==> config.mk <==
export PLATFORM = sky130hd
export DESIGN_NAME = row_accumulator
export DESIGN_NICKNAME = d
export VERILOG_FILES = /design/src/rtl/row_accumulator.sv
export SDC_FILE = /design/constraint.sdc
export NUM_CORES = 1
export LEC_CHECK = 0
export ABC_AREA = 0
export BUFFER_PORTS_ARGS = -buffer_cell sky130_fd_sc_hd__buf_2
export CORE_MARGIN = 8
export CORE_UTILIZATION = 58
export DETAILED_ROUTE_END_ITERATION = 10
export PLACE_DENSITY_LB_ADDON = 0.12
export SLEW_MARGIN = 10
export SYNTH_ARGS = -nofsm -noshare
export SYNTH_HDL_FRONTEND = slang
export SYNTH_HIERARCHICAL = 1
export SYNTH_SLANG_ARGS = --single-unit
export TNS_END_PERCENT = 20
==> constraint.sdc <==
create_clock -name clk -period 4.22 [get_ports clk]
set_clock_uncertainty 0.15 [all_clocks]
set_input_delay 0.633 -clock clk [delete_from_list [all_inputs] [get_ports clk]]
set_output_delay 0.633 -clock clk [all_outputs]
set_load 0.02 [all_outputs]
==> src/rtl/row_accumulator.sv <==
// Per-lane row accumulator: pops a row length, then that many signed products, and emits the row sum.
// Optional ACC_SATURATE_EN clamps each add (sticky for the rest of the row) instead of wrapping.

module row_accumulator_lane #(
    parameter int val_bits = 16,
    parameter int acc_bits = 40,
    parameter int len_bits = 16
) (
    input  logic                  clk,
    input  logic                  rst,
    input  logic [2*val_bits-1:0] mult,
    input  logic                  mult_fifo_empty,
    output logic                  mult_fifo_read,
    input  logic [len_bits-1:0]   len,
    input  logic                  len_fifo_empty,
    output logic                  len_fifo_read,
    output logic [acc_bits-1:0]   sum,
    output logic                  sum_valid,
    input  logic                  sum_ready
);
    typedef enum logic [2:0] {IDLE, LEN, ACC, DRAIN, OUT} state_t;

    state_t              state, state_nxt;
    logic [len_bits-1:0] remaining;
    logic [acc_bits-1:0] acc, acc_add;
    logic                add_pend;
    logic [acc_bits-1:0] prod_ext;

    assign prod_ext = acc_bits'($signed(mult));

`ifdef ACC_SATURATE_EN
    localparam logic [acc_bits-1:0] ACC_MAX = {1'b0, {(acc_bits-1){1'b1}}};
    localparam logic [acc_bits-1:0] ACC_MIN = {1'b1, {(acc_bits-1){1'b0}}};
    logic [acc_bits:0] acc_wide;
    logic              ovf, sat_hold;

    assign acc_wide = {acc[acc_bits-1], acc} + {prod_ext[acc_bits-1], prod_ext};
    assign ovf      = acc_wide[acc_bits] != acc_wide[acc_bits-1];

    // Once clamped, the accumulator ignores further products until the next row.
    always_comb begin
        acc_add = acc_wide[acc_bits-1:0];
        if (sat_hold)
            acc_add = acc;
        else if (ovf)
            acc_add = acc_wide[acc_bits] ? ACC_MIN : ACC_MAX;
    end

    always_ff @(posedge clk or negedge rst) begin
        if (!rst)
            sat_hold <= 1'b0;
        else if (state == LEN)
            sat_hold <= 1'b0;
        else if (add_pend && ovf)
            sat_hold <= 1'b1;
    end
`else
    assign acc_add = acc + prod_ext;
`endif

    always_ff @(posedge clk or negedge rst) begin
        if (!rst) begin
            state     <= IDLE;
            remaining <= '0;
            acc       <= '0;
            add_pend  <= 1'b0;
        end else begin
            state    <= state_nxt;
            add_pend <= mult_fifo_read;
            if (state == LEN) begin
                remaining <= len;
                acc       <= '0;
            end else begin
                if (mult_fifo_read)
                    remaining <= remaining - len_bits'(1);
                // FIFO data arrives one cycle after the pop, hence the pending-add register.
                if (add_pend)
                    acc <= acc_add;
            end
        end
    end

    always_comb begin
        state_nxt      = state;
        mult_fifo_read = 1'b0;
        len_fifo_read  = 1'b0;
        sum_valid      = 1'b0;
        case (state)
            IDLE: begin
                len_fifo_read = ~len_fifo_empty;
                if (!len_fifo_empty)
                    state_nxt = LEN;
            end
            LEN:   state_nxt = (len == '0) ? OUT : ACC;
            ACC: begin
                mult_fifo_read = ~mult_fifo_empty;
                if (!mult_fifo_empty && remaining == len_bits'(1))
                    state_nxt = DRAIN;
            end
            DRAIN: state_nxt = OUT;
            OUT: begin
                sum_valid = 1'b1;
                if (sum_ready)
                    state_nxt = IDLE;
            end
            default: state_nxt = IDLE;
        endcase
    end

    assign sum = sum_valid ? acc : '0;
endmodule

module row_accumulator #(
    parameter int channel_num = 4,
    parameter int val_bits    = 16,
    parameter int acc_bits    = 40,  // must be >= 2*val_bits
    parameter int len_bits    = 16
) (
    input  logic                              clk,
    input  logic                              rst,
    input  logic [channel_num*2*val_bits-1:0] mult,
    input  logic [channel_num-1:0]            mult_fifo_empty,
    output logic [channel_num-1:0]            mult_fifo_read,
    input  logic [channel_num*len_bits-1:0]   len,
    input  logic [channel_num-1:0]            len_fifo_empty,
    output logic [channel_num-1:0]            len_fifo_read,
    output logic [channel_num*acc_bits-1:0]   sum,
    output logic [channel_num-1:0]            sum_valid,
    input  logic [channel_num-1:0]            sum_ready
);
    for (genvar i = 0; i < channel_num; i++) begin : g_lane
        row_accumulator_lane #(
            .val_bits(val_bits),
            .acc_bits(acc_bits),
            .len_bits(len_bits)
        ) u_lane (
            .clk             (clk),
            .rst             (rst),
            .mult            (mult[i*2*val_bits +: 2*val_bits]),
            .mult_fifo_empty (mult_fifo_empty[i]),
            .mult_fifo_read  (mult_fifo_read[i]),
            .len             (len[i*len_bits +: len_bits]),
            .len_fifo_empty  (len_fifo_empty[i]),
            .len_fifo_read   (len_fifo_read[i]),
            .sum             (sum[i*acc_bits +: acc_bits]),
            .sum_valid       (sum_valid[i]),
            .sum_ready       (sum_ready[i])
        );
    end
endmodule
Yosys cells after proc, flatten, opt, wreduce, memory -nomap -nowiden. Index checks and enable logic that the tools add are counted.

Flip-flop bits (word level): 240. Input port bits: 206. Output and inout bits: 172. Word-level logic and storage cells: 144.

$add $sub $neg: 8. Equality and inequality tests: 32. Muxes and demuxes: 52. Bitwise gates (word level): 8. Reduce and logical (&&, ||, !) cells: 28.

Operator list (number): 2-to-1 mux 40 bit (12); adder 40 bit (4); 2-to-1 mux 16 bit (8); == test 16 x 1 -> 1 bit, second input constant (4); zero test 16 bit (4); subtractor 16 x 1 -> 16 bit, second input constant (4); case mux 3 bit (5 select lines) (4); 2-to-1 mux 3 bit (16); == test 3 x 2 -> 1 bit, second input constant (8); inequality test 2 bit, second input constant (8); nonzero test 2 bit (8); == test 3 x 1 -> 1 bit, second input constant (4); == test 3 bit, second input constant (4); zero test 3 bit (4); 2-to-1 mux 1 bit (12); AND reduction 3 bit (4); inequality test 2 x 1 -> 1 bit, second input constant (4); NOT 1 bit (8); logical AND 1 bit (4); zero test 1 bit (4).

Logic depth before layout (Yosys ltp). Gate-level depths: netlist of the first run.

Word-level depth: 4. Depth in mapped cells: 12. Depth with buffers taken out: 12.

Modules after synthesis. The synthesis of the first run kept the hierarchy.

By module, submodules not included: row_accumulator_lane (g_lane[0].u_lane) (times used 1, cells each 632, area an instance 5172.5 µm²); row_accumulator_lane (g_lane[2].u_lane) (times used 1, cells each 616, area an instance 5142.4 µm²); row_accumulator_lane (g_lane[3].u_lane) (times used 1, cells each 612, area an instance 5128.7 µm²); row_accumulator_lane (g_lane[1].u_lane) (times used 1, cells each 612, area an instance 5123.7 µm²).

Worst setup path after synthesis of the first run. Ideal clock, no wire load.

Kind: input to register. Start point: in mult[32]. End point: reg g_lane[1].u_lane.acc[38]. Arrival: 3168 ps. Slack: 833 ps. Stages on the path: 12. Buffers on the path: 0. Path through: ha_1 > inv_1 > fa_1 > and2b_1 > o2111ai_1 > nand3_1 > a21oi_2 > o41a_1 > o31ai_4 > a221oi_2 > or4_1 > nand3_1.

Longest elaborated chain between the ends: 3.

RTL lines: start, declared (line 121) `input logic [channel_num*2*val_bits-1:0] mult,`; adder 40 bit (line 58) `assign acc_add = acc + prod_ext;`; 2-to-1 mux 40 bit (line 77) `if (add_pend)`; 2-to-1 mux 40 bit (line 70) `if (state == LEN) begin`; end signal, assigned (line 65) `acc <= '0;`; end signal, assigned (line 72) `acc <= '0;`; end signal, assigned (line 78) `acc <= acc_add;`; end, declared (line 25) `logic [acc_bits-1:0] acc, acc_add;`.

Every way passes these cells. The select of a mux whose other input is x is not followed. A chain may end at the register's enable or synchronous reset.

Worst setup path in the final report of the first run.
Start point: reg g_lane[3].u_lane.state[1]. End point: out sum[127].

Longest elaborated chain between the ends: 3.

RTL lines: start, declared (line 23) `state_t state, state_nxt;`; start signal, assigned (line 68) `state <= state_nxt;`; == test 3 bit (line 88) `case (state)`; 2-to-1 mux 1 bit (line 88); 2-to-1 mux 40 bit (line 110) `assign sum = sum_valid ? acc : '0;`; end, declared (line 127) `output logic [channel_num*acc_bits-1:0] sum,`.

Every way passes these cells.

==> results of run 1 <==
==> metrics by stage <==
step / instance area [µm²] / power, mW / setup WS (ps) / hold slack (ps) / util (%)
2_1_floorplan: 20600 / 11.4 / 833 / 187 / -
3_3_place_gp: 22800 / 13.4 / 492 / 339 / 64.8
3_5_place_dp: 22800 / 13.7 / 412 / 347 / 64.8
4_1_cts: 23900 / 16.6 / 667 / 74.1 / 67.9
5_1_grt: 23900 / 18.0 / 492 / 103 / 68.0
6_report: 23900 / 16.7 / 658 / 103 / 68.0
==> cell families after synthesis <==
kind of cell	after synthesis
AOI/OAI and AO/OA	702
muxes	109
DFF	240
xor gates and xnor gates	132
adders and majority gates	168
buffers and inverters	178
and+or+nand+nor	943
==> worst max path at each step <==
stage               depth (start not counted)                                   end  slack, ps
finish                                      4                              sum[127]        660
global route                                4                              sum[127]        490
CTS                                         4                              sum[127]        670
detailed placement                         13  g_lane[1].u_lane/acc[38]$_DFFE_PN0P_        410
global placement                           13  g_lane[1].u_lane/acc[38]$_DFFE_PN0P_        490
floorplan                                  12  g_lane[1].u_lane/acc[38]$_DFFE_PN0P_        830
==> placed cells by master (no fill, tap or decap), types with 79 or more instances in the layout <==
| cell | synthesis | routed |
|---|---|---|
| ha_1 | 164 | 164 |
| and2_1 | 170 | 170 |
| a21o_1 | 79 | 79 |
| nand2_1 | 192 | 192 |
| buf_2 | 6 | 376 |
| nor2_1 | 235 | 231 |
| o21ai_0 | 126 | 126 |
| dfrtp_1 | 240 | 236 |
| a21oi_1 | 207 | 207 |
| mux2i_1 | 105 | 105 |
==> sequential cells by signal, indices dropped and copies added (netlist names) <==
register	count
g_lane.u_lane/acc	160
g_lane.u_lane/remaining	64
g_lane.u_lane/add_pend	4
g_lane.u_lane/state	12
==> area by class of cell <==
cell class                 instances  area, µm²
antenna                            7       17.5
clock buffer                      40        860
clock inverter                    16        226
fill                            3019      11300
inverter                          65        244
multi-input combinational       2054      13900
sequential                       240       6010
tap                              461        577
timing repair buffer             397       2070
==> routing by layer <==
metal  vias to the layer above  global-route usage, %  wire, µm
li1                       9690                      -         -
met1                      9652                   39.7     28100
met2                       832                   46.0     28500
met3                       151                   5.75      5200
met4                        10                   11.3      2400
met5                         -                      0        60
==> synth_stat cells, types with 16 or more instances <==
cell type and count:
nand3b_1 21, nand3_1 58, xor2_1 57, and3_1 20, ha_1 164, buf_1 16
nor2_1 235, clkbuf_1 91, xnor2_1 75, mux2i_1 105, a221o_1 26, nand2_1 192
nor3b_1 21, a31oi_1 31, and2_1 170, o21ai_1 25, o21a_1 17, inv_1 64
o21bai_1 21, nand4_1 41, o31ai_1 16, nor4_1 33, dfrtp_1 240, a21o_1 79
nand2b_1 27, nor3_1 40, a21oi_1 207, nor2b_1 25, o21ai_0 126, o211ai_1 30
a211oi_1 22
==> where the power goes <==
part           leakage [nW]  internal (mW)  total (mW)  switching (mW)
combinational          7.98           3.92        9.53            5.61
clock                 0.516           1.74        2.83            1.09
sequential             3.05           3.30        4.36            1.06
total                  11.6           8.96        16.7            7.77
==> worst max-delay path: cells and delay by family (launching register included) <==
family	cells	cell delay, ps
DFF	1	480
and+or+nand+nor	2	1160
buffers and inverters	2	570
==> results.md, run 1 <==
* All-layer global routing usage at about 29%
* Worst setup SP type: flop
* Critical path capture point type: output pin
* Post-Syn Nets at approximately 2800
* Slew Limit Fails at 0
* FF-to-FF End: g_lane[1].u_lane/acc[38]$_DFFE_PN0P_
* Compound-gate portion of the synthesized area at between 20% and 30%
* Worst Hold Class: in -> reg
* Hpwl dp at ~49000 µm
* Area delta synth->final at 16.4%
* H-tree levels at 1
* Cell variety after synth at 90
* Synth Area in XOR/XNOR at 5.62%
* CP Launch Point: g_lane[3].u_lane/state[1]$_DFFE_PN0P_
* First-pass GRT wire length at 102000 µm
* Max transition margin at a little over a quarter
* Multiplexer area fraction after synthesis at 5.33%
* Max Cap Viol at 0
* CTS max path bufs at 3
* Worst min-delay path endpoint: g_lane[3].u_lane/state[2]$_DFFE_PN0P_
* Yosys top cell by area: dfrtp_1
* Placer Congestion at 0.954
* Resize count post-CTS at 0
* Post-CTS setup buffer count at 0
* Post-Synth Simple-Gate Area at 23.9%
* Insertion delay to the later sink of the worst-skew pair at approximately 570 ps
* FMAX at between 200 and 300 MHz
* CTS tree: yes
* Min Tclk post-route at ~3600 ps
* Peak supply drop at 0.479 mV
* Total CTS buffers at 30
* Final setup viols at 0
* Lkg Pwr at between 10 and 15 nW
* Critical-path maximum fanout at 23
* Reg2reg start: g_lane[1].u_lane/acc[0]$_DFFE_PN0P_
* Largest family of logic cells by synthesized area: simple AND/OR/NAND/NOR gates
* Hold Path Depth at 2
* Sequential area share after synthesis at 29.2%
* Worst EP arrival at ~2800 ps
* Fin Setup TNS at 0 ps
* CP max-delay cell: nor3b_2
* Crit-path cells: nor3b_2, buf_4, and2_1, buf_2
* Max stage delay on crit path at 930 ps
* Layout Nets at about 3200
* Synth Flop Type: dfrtp_1
* Worst R2R Setup Slack at roughly 690 ps
* Initial antenna violation count at 11
* DR iter-0 viols at between 1000 and 1500
* I/O Pins at ~380
* Residual DRC count at 0
* RSZ-0062 raised after global routing: no
* Synth Register Bits at 240
* WS Path Type: reg -> out
* Ratio of cells with drive above 1 in the final layout at 18.1%
* Total congestion overflow at 0
* EDFF count, synth at 0
* Cell Area, Synth at between 0.02 and 0.025 mm²
* Mean Syn Cell Area at between 8 and 9 µm²
* Buffer type at the clock tree root: clkbuf_16
* Core area at ~0.035 mm²
* Final Hold Viols at 0
* WL final at 64200 µm
* Vias at roughly 20000
* Worst reg2reg path depth at 12
* Post-synthesis async set-or-reset flop share at 100%
* Routed Antenna Nets at 0
* Post-synth top area share at 29.2%
* Power Density at between 600 and 700 mW/mm²
* Yosys warns at 6
* Cell count after synthesis at 2472
* Hold Buf Count CTS at 1
* DR vias/cell at between 6 and 7
* IO Port Bufs at ~380
* Adder-cell share of the synthesized area at approximately a tenth
* Post-Place Cells at 3216
* Number of global-route vias before repair at between 15000 and 20000
* CTS clock-pin slew for the worst setup and hold paths at about 60 ps
* Final Non-Filler Cells at 3280
* DRT Pass-1 Iters at 5
* CTS sink count at 240
* Site Rows at slightly below 70
* Initial Utilization at roughly 58%
* Height of the chip at around 200 µm
* Top cells by area, synth: dfrtp_1 29%, ha_1 10%, and2_1 5.2%
* Worst Tran Pin Value at between 1000 and 1500 ps
* Wirelength per Cell at 19.6 µm
* Chip Width at roughly 200 µm
* Period utilization at 84.4%
* Pin count of the biggest net entering global routing at ~100
* DIE AREA at 0.0417 mm²
* Worst hold path startpoint: sum_ready[3]
* Outcome: complete, no violations
* Worst Path Required at between 3000 and 4000 ps
No activity file was read; power rests on OpenSTA's default activity.
==> inputs of run 2 (changes only) <==
--- a/config.mk
+++ b/config.mk
@@ -8,7 +8,7 @@
 export ABC_AREA = 0
 export BUFFER_PORTS_ARGS = -buffer_cell sky130_fd_sc_hd__buf_2
 export CORE_MARGIN = 8
-export CORE_UTILIZATION = 58
+export CORE_UTILIZATION = 52
 export DETAILED_ROUTE_END_ITERATION = 10
 export PLACE_DENSITY_LB_ADDON = 0.12
 export SLEW_MARGIN = 10
==> constraint.sdc (replaced) <==
create_clock -name clk -period 3.24 [get_ports clk]
set_clock_uncertainty 0.15 [all_clocks]
set_input_delay 0.486 -clock clk [delete_from_list [all_inputs] [get_ports clk]]
set_output_delay 0.486 -clock clk [all_outputs]
set_load 0.02 [all_outputs]
==> run 2 against run 1 <==
  * Combinational power rose by 40%
  * Hold slack worse by 91 ps
  * Critical path depth increased by 8
  * Die area rose by 11%
==> results.md, run 2 (synthesized netlist as in run 1, its figures left out) <==
* First-pass GRT wire length at 108000 µm (was 102000 µm)
* Final Hold Viols at 0 (unchanged)
* Hpwl dp at 50800 µm (was 48700 µm)
* All-layer global routing usage at 27.5% (was 29.4%)
* Initial Utilization at 52.2% (was 58.4%)
* Height of the chip at 215 µm (was 204 µm)
* Logic pwr share at 58.7% (was 57.0%)
* Site Rows at 73 (was 69)
* Hold Path Depth at 3 (was 2)
* Met2 GRT Util at 44.6% (was 46.0%)
* Worst EP arrival at 3480 ps (was 2780 ps)
* Wirelength per Cell at 19.1 µm (was 19.6 µm)
* CTS clock-pin slew for the worst setup and hold paths at 60 ps (about the same)
* Core area at 0.0394 mm² (was 0.0352 mm²)
* IO Port Bufs at 377 (unchanged)
* Chip Width at 215 µm (was 204 µm)
* Most frequent cells in the layout: 376 x buf_2, 236 x dfrtp_1, 231 x nor2_1 (unchanged)
* Critical path capture point type: flop (was output pin)
* Top reg by flops: g_lane.u_lane/acc (unchanged)
* Worst reg2reg path depth at 12 (unchanged)
* CTS tree: yes (unchanged)
* Total CTS buffers at 30 (unchanged)
* Slew Limit Fails at 0 (unchanged)
* Sequential power share at 24.7% (was 26.1%)
* CTS max path bufs at 3 (unchanged)
* Worst setup SP type: flop (unchanged)
* Peak supply drop at 0.533 mV (was 0.479 mV)
* Placer Congestion at 0.924 (was 0.954)
* CP max-delay cell: or4_1 (was nor3b_2)
* Critical path's top delay family: compound AO/OA/AOI/OAI gates (was simple AND/OR/NAND/NOR gates)
* Outcome: complete, no violations (unchanged)
* DRT Pass-1 Iters at 5 (unchanged)
* Post-Place Cells at 3392 (was 3216)
* Final setup viols at 0 (unchanged)
* WS Path Type: reg -> reg (was reg -> out)
* Buffer type at the clock tree root: clkbuf_16 (unchanged)
* WL final at 66400 µm (was 64200 µm)
* Regs by FF count: g_lane.u_lane/acc x160, g_lane.u_lane/remaining x64, g_lane.u_lane/state x12 (unchanged)
* Pin count of the biggest net entering global routing at 69 (was 104)
* Switching power at 10.3 mW (was 7.77 mW)
* H-tree levels at 1 (unchanged)
* Max reg flops at 160 (unchanged)
* Area delta synth->final at 22.6% (was 16.4%)
* Met1 GRT Util at 36.3% (was 39.7%)
* Internal power at 12.4 mW (was 8.96 mW)
* Routed Antenna Nets at 0 (unchanged)
* Max stage delay on crit path at 470 ps (was 930 ps)
* Insertion delay to the later sink of the worst-skew pair at 580 ps (was 570 ps)
* Final Non-Filler Cells at 3477 (was 3280)
* GRT Max-Usage Layer: met2 (unchanged)
* Layout Nets at 3298 (was 3162)
* Switch share at 45.4% (was 46.4%)
* Residual DRC count at 0 (unchanged)
* RSZ-0062 raised after global routing: yes (was no)
* Met3 usage at 5.59% (was 5.75%)
* Worst path depth at 12 (was 4)
* Worst Path Required at 3590 ps (was 3440 ps)
* CTS sink count at 240 (unchanged)
* DIE AREA at 0.0462 mm² (was 0.0417 mm²)
* Area of placed instances at 0.0238 mm² (was 0.0228 mm²)
* Crit-path cells: ha_1, inv_1, fa_2, and2b_1, o2111ai_1, nand3_2, a21oi_2, o41a_1, o31ai_4, a221oi_2, or4_1, nand3_1 (was nor3b_2, buf_4, and2_1, buf_2)
* DR iter-0 viols at 1445 (was 1409)
* Min Tclk post-route at around 3100 ps
* Worst Tran Pin Value at 860 ps (was 1090 ps)
* FMAX at between 300 and 400 MHz
* CP Launch Point: g_lane[1].u_lane/acc[0]$_DFFE_PN0P_ (was g_lane[3].u_lane/state[1]$_DFFE_PN0P_)
* I/O Pins at 378 (unchanged)
* Worst Hold Class: in -> reg (unchanged)
* Ratio of cells with drive above 1 in the final layout at 21.5% (was 18.1%)
* Period utilization at between 90% and 100%
* Max transition margin at 42.7% (was 26.9%)
* Power Density at 902 mW/mm² (was 698 mW/mm²)
* CP bufs+invs at 1 (was 2)
* Post-Layout Inst Area at 0.0252 mm² (was 0.0239 mm²)
* Fillers at 3473 (was 3019)
* Max Cap Viol at 0 (unchanged)
* Total congestion overflow at 0 (unchanged)
* Vias at 20700 (was 20300)
* Lkg Pwr at 12.3 nW (was 11.6 nW)
* Critical-path maximum fanout at 3 (was 23)
* Fin Hold WS at 12.1 ps (was 103 ps)
* Worst hold path startpoint: len[60] (was sum_ready[3])
* DR vias/cell at 5.96 (was 6.20)
* Number of global-route vias before repair at 21000 (was 19800)
* Initial antenna violation count at 11 (unchanged)
* Clock power frac at 16.6% (was 16.9%)
* Commonest non-fill, non-tap cell in the layout: buf_2 (unchanged)
* Reg2reg start: g_lane[1].u_lane/acc[0]$_DFFE_PN0P_ (unchanged)
==> run 2: cell count changes in the layout (fill, tap and decap cells not counted), moves of 3 or more <==
cell / delta
buf_4: +111
clkinv_2: +3
clkinvlp_4: -4
dlygate4sd3_1: +24
o21ai_0: -3
o21ai_2: +5
==> run 2: area by class of cell <==
class	instances	area (µm²)	share of cell area [%]
clock inverter	15	230	0.913
timing repair buffer	533	3170	12.6
tap	525	657	2.61
inverter	65	244	0.968
sequential	240	6010	23.8
clock buffer	40	880	3.49
antenna	5	12.5	0.0496
multi-input combinational	2054	14000	55.6
==> run 2: path summary, 6_finish.rpt <==
kind                       slack (ps)                                          to
max                               110        g_lane[1].u_lane/acc[38]$_DFFE_PN0P_
min                                10  g_lane[3].u_lane/remaining[12]$_DFFE_PN0P_
max reg2reg                       110        g_lane[1].u_lane/acc[38]$_DFFE_PN0P_
min reg2reg                       360       g_lane[0].u_lane/state[1]$_DFFE_PN0P_
max in group asynchronous        1760  g_lane[1].u_lane/remaining[15]$_DFFE_PN0P_
min in group asynchronous         340        g_lane[1].u_lane/acc[25]$_DFFE_PN0P_
==> run 2: stage by stage <==
step	util (%)	total power, mW	TNS [ps]	worst slack [ps]
final	64.0	22.7	0	112
after global routing	64.0	24.5	-162	-77.4
after CTS	63.8	22.6	0	5.03
after detailed placement	60.4	18.6	-1660	-288
after global placement	60.4	18.2	-677	-231
after floorplan	-	14.8	0	0.371
==> run 2: worst min-delay path: stages <==
cell and delay, ps:
buf_2 110, nand2_1 50, o21ai_0 60
==> run 2: layer usage <==
layer / part of all wire (%) / up-vias
li1: - / 9937
met1: 44 / 9921
met2: 45 / 716
met3: 7.5 / 120
met4: 3.0 / 12
met5: 0.11 / -
==> run 2: timing repair <==
item / in CTS / in global routing
endpoints found under the hold margin: 88 / 0
endpoints found under the setup margin: 3 / 28
hold buffers: 25 / 0
resized for setup: 1 / 19
setup buffers: 0 / 0
pin swaps: 2 / 3
==> run 2: power groups by stage <==
stage	clock, mW	sequential (mW)	combinational [mW]
detailed placement	0	5.63	13.0
global route	3.95	5.81	14.8
global placement	0	5.56	12.7
CTS	3.84	5.60	13.1
floorplan	0	5.08	9.72
finish	3.77	5.62	13.3
